<file path="config.mk">
export PLATFORM = sky130hd
export DESIGN_NAME = led_matrix_pwm_flat
export DESIGN_NICKNAME = d
export VERILOG_FILES = /design/src/rtl/led_matrix_pwm_if.sv /design/src/rtl/led_matrix_pwm.sv /design/src/flat_wrapper.sv
export SDC_FILE = /design/constraint.sdc
export NUM_CORES = 1
export LEC_CHECK = 0
export CORE_ASPECT_RATIO = 2
export CORE_UTILIZATION = 35
export DETAILED_ROUTE_END_ITERATION = 7
export GPL_TIMING_DRIVEN = 0
export PLACE_DENSITY = 0.57
export SETUP_SLACK_MARGIN = 0.3
export SYNTH_ARGS = -nofsm -noshare
export SYNTH_HDL_FRONTEND = slang
export SYNTH_SLANG_ARGS = --single-unit
export TNS_END_PERCENT = 20
</file>
<file path="constraint.sdc">
create_clock -name clk -period 8.9 [get_ports clk]
set_input_delay 0.89 -clock clk [delete_from_list [all_inputs] [get_ports clk]]
set_output_delay 0.89 -clock clk [all_outputs]
set_load 0.03 [all_outputs]
</file>
<file path="src/rtl/led_matrix_pwm_if.sv">
// Scan-control bus between a frame source and the LED matrix PWM driver.
// The master side supplies enable and brightness; the slave side drives the LEDs.
interface led_matrix_pwm_if #(
  parameter int unsigned ROWS = 4,
  parameter int unsigned COLS = 4,
  parameter int unsigned BW   = 4
);
  localparam int unsigned RW = (ROWS > 1) ? $clog2(ROWS) : 1;

  logic                      en;
  logic [ROWS*COLS*BW-1:0]   bright;
  logic [COLS-1:0]           aled;
  logic [ROWS-1:0]           kled_tri;
  logic [RW-1:0]             row_idx;
  logic                      frame_start;

  modport master (output en, bright, input aled, kled_tri, row_idx, frame_start);
  modport slave  (input en, bright, output aled, kled_tri, row_idx, frame_start);
endinterface

</file>
<file path="src/rtl/led_matrix_pwm.sv">
// Row-scanned LED matrix driver: per-row blanking gap, then a BW-bit PWM ON phase.
// Brightness is latched into a shadow copy at each frame start so a frame never tears.
module led_matrix_pwm #(
  parameter int unsigned ROWS     = 4,
  parameter int unsigned COLS     = 4,
  parameter int unsigned BW       = 4,
  parameter int unsigned PRESCALE = 2,
  parameter int unsigned DEAD     = 4
) (
  input  logic              clk,
  input  logic              rst_n,
  led_matrix_pwm_if.slave   bus
);
  localparam int unsigned NSTEP = (1 << BW) - 1;
  localparam int unsigned RW    = (ROWS > 1) ? $clog2(ROWS) : 1;
  localparam int unsigned CMAX  = (DEAD > PRESCALE) ? DEAD : PRESCALE;
  localparam int unsigned CW    = (CMAX > 1) ? $clog2(CMAX) : 1;
  localparam int unsigned NB    = ROWS * COLS * BW;

  typedef enum logic [1:0] {IDLE, BLANK, ON} state_t;

  state_t          state_q, state_d;
  logic [CW-1:0]   cnt_q, cnt_d;
  logic [BW-1:0]   t_q, t_d;
  logic [RW-1:0]   row_q, row_d;
  logic [NB-1:0]   shadow_q, shadow_d;
  logic [COLS-1:0] aled_q, aled_d;
  logic [ROWS-1:0] kled_q, kled_d;
  logic            fs_q, fs_d;

  // State and registered outputs
  always_ff @(posedge clk) begin
    if (!rst_n) begin
      state_q  <= IDLE;
      cnt_q    <= '0;
      t_q      <= '0;
      row_q    <= '0;
      shadow_q <= '0;
      aled_q   <= '1;
      kled_q   <= '0;
      fs_q     <= 1'b0;
    end else begin
      state_q  <= state_d;
      cnt_q    <= cnt_d;
      t_q      <= t_d;
      row_q    <= row_d;
      shadow_q <= shadow_d;
      aled_q   <= aled_d;
      kled_q   <= kled_d;
      fs_q     <= fs_d;
    end
  end

  // Next state; cnt times the blanking gap in BLANK and the prescaler in ON
  always_comb begin
    state_d  = state_q;
    cnt_d    = cnt_q;
    t_d      = t_q;
    row_d    = row_q;
    shadow_d = shadow_q;
    fs_d     = 1'b0;
    aled_d   = '1;
    kled_d   = '0;

    unique case (state_q)
      IDLE: begin
        if (bus.en) begin
          state_d  = BLANK;
          cnt_d    = '0;
          t_d      = '0;
          row_d    = '0;
          fs_d     = 1'b1;
          shadow_d = bus.bright;
        end
      end
      BLANK: begin
        if (cnt_q == CW'(DEAD - 1)) begin
          state_d = ON;
          cnt_d   = '0;
          t_d     = '0;
        end else begin
          cnt_d = cnt_q + 1'b1;
        end
      end
      ON: begin
        if (cnt_q == CW'(PRESCALE - 1)) begin
          cnt_d = '0;
          if (t_q == BW'(NSTEP - 1)) begin
            state_d = BLANK;
            t_d     = '0;
            if (row_q == RW'(ROWS - 1)) begin
              row_d    = '0;
              fs_d     = 1'b1;
              shadow_d = bus.bright;
            end else begin
              row_d = row_q + 1'b1;
            end
          end else begin
            t_d = t_q + 1'b1;
          end
        end else begin
          cnt_d = cnt_q + 1'b1;
        end
      end
      default: state_d = IDLE;
    endcase

    // Disable wins from any state and discards the partial frame
    if (!bus.en) begin
      state_d  = IDLE;
      cnt_d    = '0;
      t_d      = '0;
      row_d    = '0;
      fs_d     = 1'b0;
      shadow_d = shadow_q;
    end

    // Drive is derived from the upcoming state so outputs align with it
    if (state_d == ON) begin
      kled_d = ROWS'(1) << row_d;
      for (int c = 0; c < int'(COLS); c++) begin
        aled_d[c] = (t_d >= shadow_q[(int'(row_d) * int'(COLS) + c) * int'(BW) +: BW]);
      end
    end
  end

  assign bus.aled        = aled_q;
  assign bus.kled_tri    = kled_q;
  assign bus.row_idx     = row_q;
  assign bus.frame_start = fs_q;
endmodule

</file>
<file path="src/flat_wrapper.sv">
// flat-port wrapper written by rule: the top's interface ports become plain ports
module led_matrix_pwm_flat 
#(
  parameter int unsigned ROWS     = 4,
  parameter int unsigned COLS     = 4,
  parameter int unsigned BW       = 4,
  parameter int unsigned PRESCALE = 2,
  parameter int unsigned DEAD     = 4
)
  (clk, rst_n, bus_en, bus_bright, bus_aled, bus_kled_tri, bus_row_idx, bus_frame_start);
  led_matrix_pwm_if #(.ROWS(ROWS), .COLS(COLS), .BW(BW)) bus_i ();
  input  logic clk;
  input  logic rst_n;
  input wire logic [$bits(bus_i.en)-1:0] bus_en;
  input wire logic [$bits(bus_i.bright)-1:0] bus_bright;
  output wire logic [$bits(bus_i.aled)-1:0] bus_aled;
  output wire logic [$bits(bus_i.kled_tri)-1:0] bus_kled_tri;
  output wire logic [$bits(bus_i.row_idx)-1:0] bus_row_idx;
  output wire logic [$bits(bus_i.frame_start)-1:0] bus_frame_start;
  assign bus_i.en = bus_en;
  assign bus_i.bright = bus_bright;
  assign bus_aled = bus_i.aled;
  assign bus_kled_tri = bus_i.kled_tri;
  assign bus_row_idx = bus_i.row_idx;
  assign bus_frame_start = bus_i.frame_start;
  led_matrix_pwm #(.ROWS(ROWS), .COLS(COLS), .BW(BW), .PRESCALE(PRESCALE), .DEAD(DEAD)) u_core (.clk(clk), .rst_n(rst_n), .bus(bus_i));
endmodule
</file>
==> impl_metrics.py <==
metrics = {
    "cts": {
        "clockBufferDepth": 2,
        "cts_setup_buffers": 0,
        "cts_tree": "built",
        "root_buffer": "clkbuf_16",
        "postCtsHoldBufs": 0,
        "cts_made_buffers": 9,
        "cts-htree-levels": 3,
        "clock_latency_ns": 0.34,
        "clock_sink_count": 83,
        "clk_transition_reported_paths_ns": 0.06,
        "cts_resized": 0,
    },
    "final_layout": {
        "design_area_mm2": 0.00531,
        "drive_above_1_share_pct": 7.25,
        "utilization_pct": 47.0,
        "fill_cells": 1172,
        "regArea_mm2": 0.00166,
        "multi_input_area_mm2": 0.00216,
        "final_cell_count_no_fill": 721,
        "diodes": 0,
        "final_nets": 670,
        "syn_to_final_growth_pct": 31.7,
    },
    "sta": {
        "drv_slew": 0,
        "setup_viol": 0,
        "finalCritPeriodShare_pct": 40.0,
        "max_freq_mhz": 281,
        "hold_ws_ns": 0.453,
        "worstMarginPinSlew_ns": 0.597,
        "fin_crit_ns": 3.56,
        "hold_viol_final": 0,
        "skew_ns": 0.00698,
        "relSlewSlack_pct": 60.0,
        "timing.setup.tns_ns": 0,
        "rsz0062_at_grt": "false",
    },
    "synthesis": {
        "syn_inst": 488,
        "synth_top_area_cell": "dfxtp_1",
        "synthFlopType": "dfxtp_1",
        "ys_ff_latch": 83,
        "yosysUniqueCellTypes": 46,
        "yosysSeqAreaShare_pct": 41.2,
        "synth_top_area_share_pct": 41.2,
        "post_synth.cell_area_avg_um2": 8.26,
        "synth_area_leaders": "dfxtp_1 41%, nand2_1 13%, a21oi_1 9.2%",
        "syn-num-nets": 582,
        "syn_area_mm2": 0.00403,
        "ys_warn_count": 0,
        "synth-edff-count": 0,
        "synthArstFlopShare_pct": 0,
    },
    "routing": {
        "wl_per_cell_um": 16.1,
        "drt_pass1_iterations": 4,
        "drtAntennaViolNets": 0,
        "vias_per_cell": 5.07,
        "drc_errors": 0,
        "drtIter0Drc": 161,
        "wl_mm": 11.6,
        "dr_total_vias": 3653,
    },
    "power": {
        "peakVddDrop_v": 0.000114,
        "p_leak_nw": 2.11,
        "powerDensity_mw_per_mm2": 172,
    },
    "critical_path": {
        "crit_path_start_kind": "input pin",
        "crit_arrival_ns": 3.76,
        "cp.required_ns": 9.10,
        "path_max_fanout": 10,
        "criticalPathCategory": "input pin to flop",
        "end_kind": "flop",
    },
    "floorplan": {
        "die_h_um": 154,
        "core_area_mm2": 0.0113,
        "die-area_mm2": 0.0120,
        "die_w_um": 77.9,
        "rows": 55,
        "start_util_pct": 35.7,
        "io_pins": 78,
    },
    "outcome": {
        "status": "complete, no violations",
    },
    "run": {
        "maxCapViolCount": 0,
    },
    "place": {
        "dp_cells": 707,
        "gp_congestion": 0.835,
        "place_area_mm2": 0.00498,
        "portBuffers": 77,
        "hpwl_mm": 9.25,
    },
    "grt": {
        "gr-total-overflow": 0,
        "grt_max_degree": 14,
        "antenna_found_initial": 0,
        "grt_pass1_vias": 3682,
        "grt_pass1_wl_mm": 18.2,
        "grtUsageTotal_pct": 20.2,
    },
    "hold_path": {
        "hp-class": "flop to flop",
    },
}
==> sequential cells by signal, indices dropped and copies added, names as in the netlist <==
register and count:
u_core.shadow_q 64, u_core.bus.aled 4, u_core.bus.kled_tri 4, u_core.t_q 4
u_core.bus.row_idx 2, u_core.cnt_q 2, u_core.state_q 2, u_core.bus.frame_start 1
==> Yosys cell counts, drive strengths merged, types with 2 or more instances <==
cell	n
a21o	9
a21oi	74
a22oi	8
and2	4
and3	2
buf	20
clkbuf	9
dfxtp	83
ha	27
inv	9
mux2i	18
nand2	143
nand2b	5
nand3	7
nand4	2
nor2	18
nor2b	2
nor3	2
nor4	2
o21a	10
o21ai	5
o221ai	8
o22a	5
o22ai	4
or2	2
==> power breakdown <==
part	internal (mW)	leakage [nW]	total, mW	switching, mW
sequential	0.389	0.680	0.401	0.0119
clock	0.271	0.161	0.414	0.144
combinational	0.0515	1.27	0.0990	0.0474
==> cell usage in the layout (no fill, tap or decap), drive strengths merged, types with 7 or more instances in the layout <==
master / n
nor2: 18
inv: 9
buf: 20
clkdlybuf4s50: 77
mux2i: 18
a21o: 9
clkbuf: 18
ha: 27
dfxtp: 83
a22oi: 8
o21a: 10
o221ai: 8
nand3: 7
a21oi: 74
nand2: 143
==> worst paths after layout <==
path	from	to	slack (ns)	depth (start not counted)
min	u_core.shadow_q[12]	u_core.shadow_q[12]	0.45	2
min reg2reg	u_core.shadow_q[12]	u_core.shadow_q[12]	0.45	2
max reg2reg	u_core.cnt_q[1]	u_core.bus.aled[2]	5.59	16
max	bus_en	u_core.bus.aled[2]	5.34	15
==> cells by family (layout without fill, tap and decap cells) <==
| family | count (synthesis) | after routing | synth area share, % |
|---|---|---|---|
| AND/OR/NAND/NOR | 196 | 196 | 21.1 |
| AO/OA/AOI/OAI | 126 | 126 | 19.2 |
| buffers and inverters | 38 | 129 | 5.24 |
| flip-flops | 83 | 83 | 41.2 |
| adder cells (fa/ha/maj) | 27 | 27 | 8.38 |
| multiplexers | 18 | 18 | 4.87 |
==> through the flow <==
step / worst slack (ns) / power (mW)
after floorplan: 5.85 / 0.457
after global placement: 4.99 / 0.507
final: 5.34 / 0.915
after CTS: 5.34 / 0.922
after global routing: 5.15 / 0.947
after detailed placement: 5.02 / 0.509
==> critical path: stages <==
cell and delay (ns):
clkdlybuf4s50_1 0.47, buf_2 0.24, nand3_1 0.12, mux2i_2 0.27, or2_1 0.17, buf_6 0.15
buf_6 0.16, a22oi_1 0.12, o22ai_1 0.21, ha_1 0.24, nand2b_1 0.14, a21o_1 0.18
a21o_1 0.17, a21oi_1 0.13, nand2_1 0.08
==> routing by layer <==
layer | track usage, % | vias up | share of wire (%)
li1 | - | 1851 | -
met2 | 41.4 | 67 | 58
met1 | 18.5 | 1712 | 35
met3 | 3.15 | 23 | 2.3
met4 | 9.26 | 0 | 4.2
met5 | 0 | - | 0
==> layout make-up <==
| class | instances | share of cell area, % |
|---|---|---|
| buffer | 29 | 3.35 |
| clock buffer | 9 | 4.24 |
| inverter | 9 | 0.636 |
| sequential | 83 | 31.3 |
| multi-input combinational | 367 | 40.7 |
| tap | 142 | 3.35 |
| clock inverter | 5 | 1.96 |
| timing repair buffer | 77 | 14.5 |
Note: power is estimated with default switching activity, not from simulation.
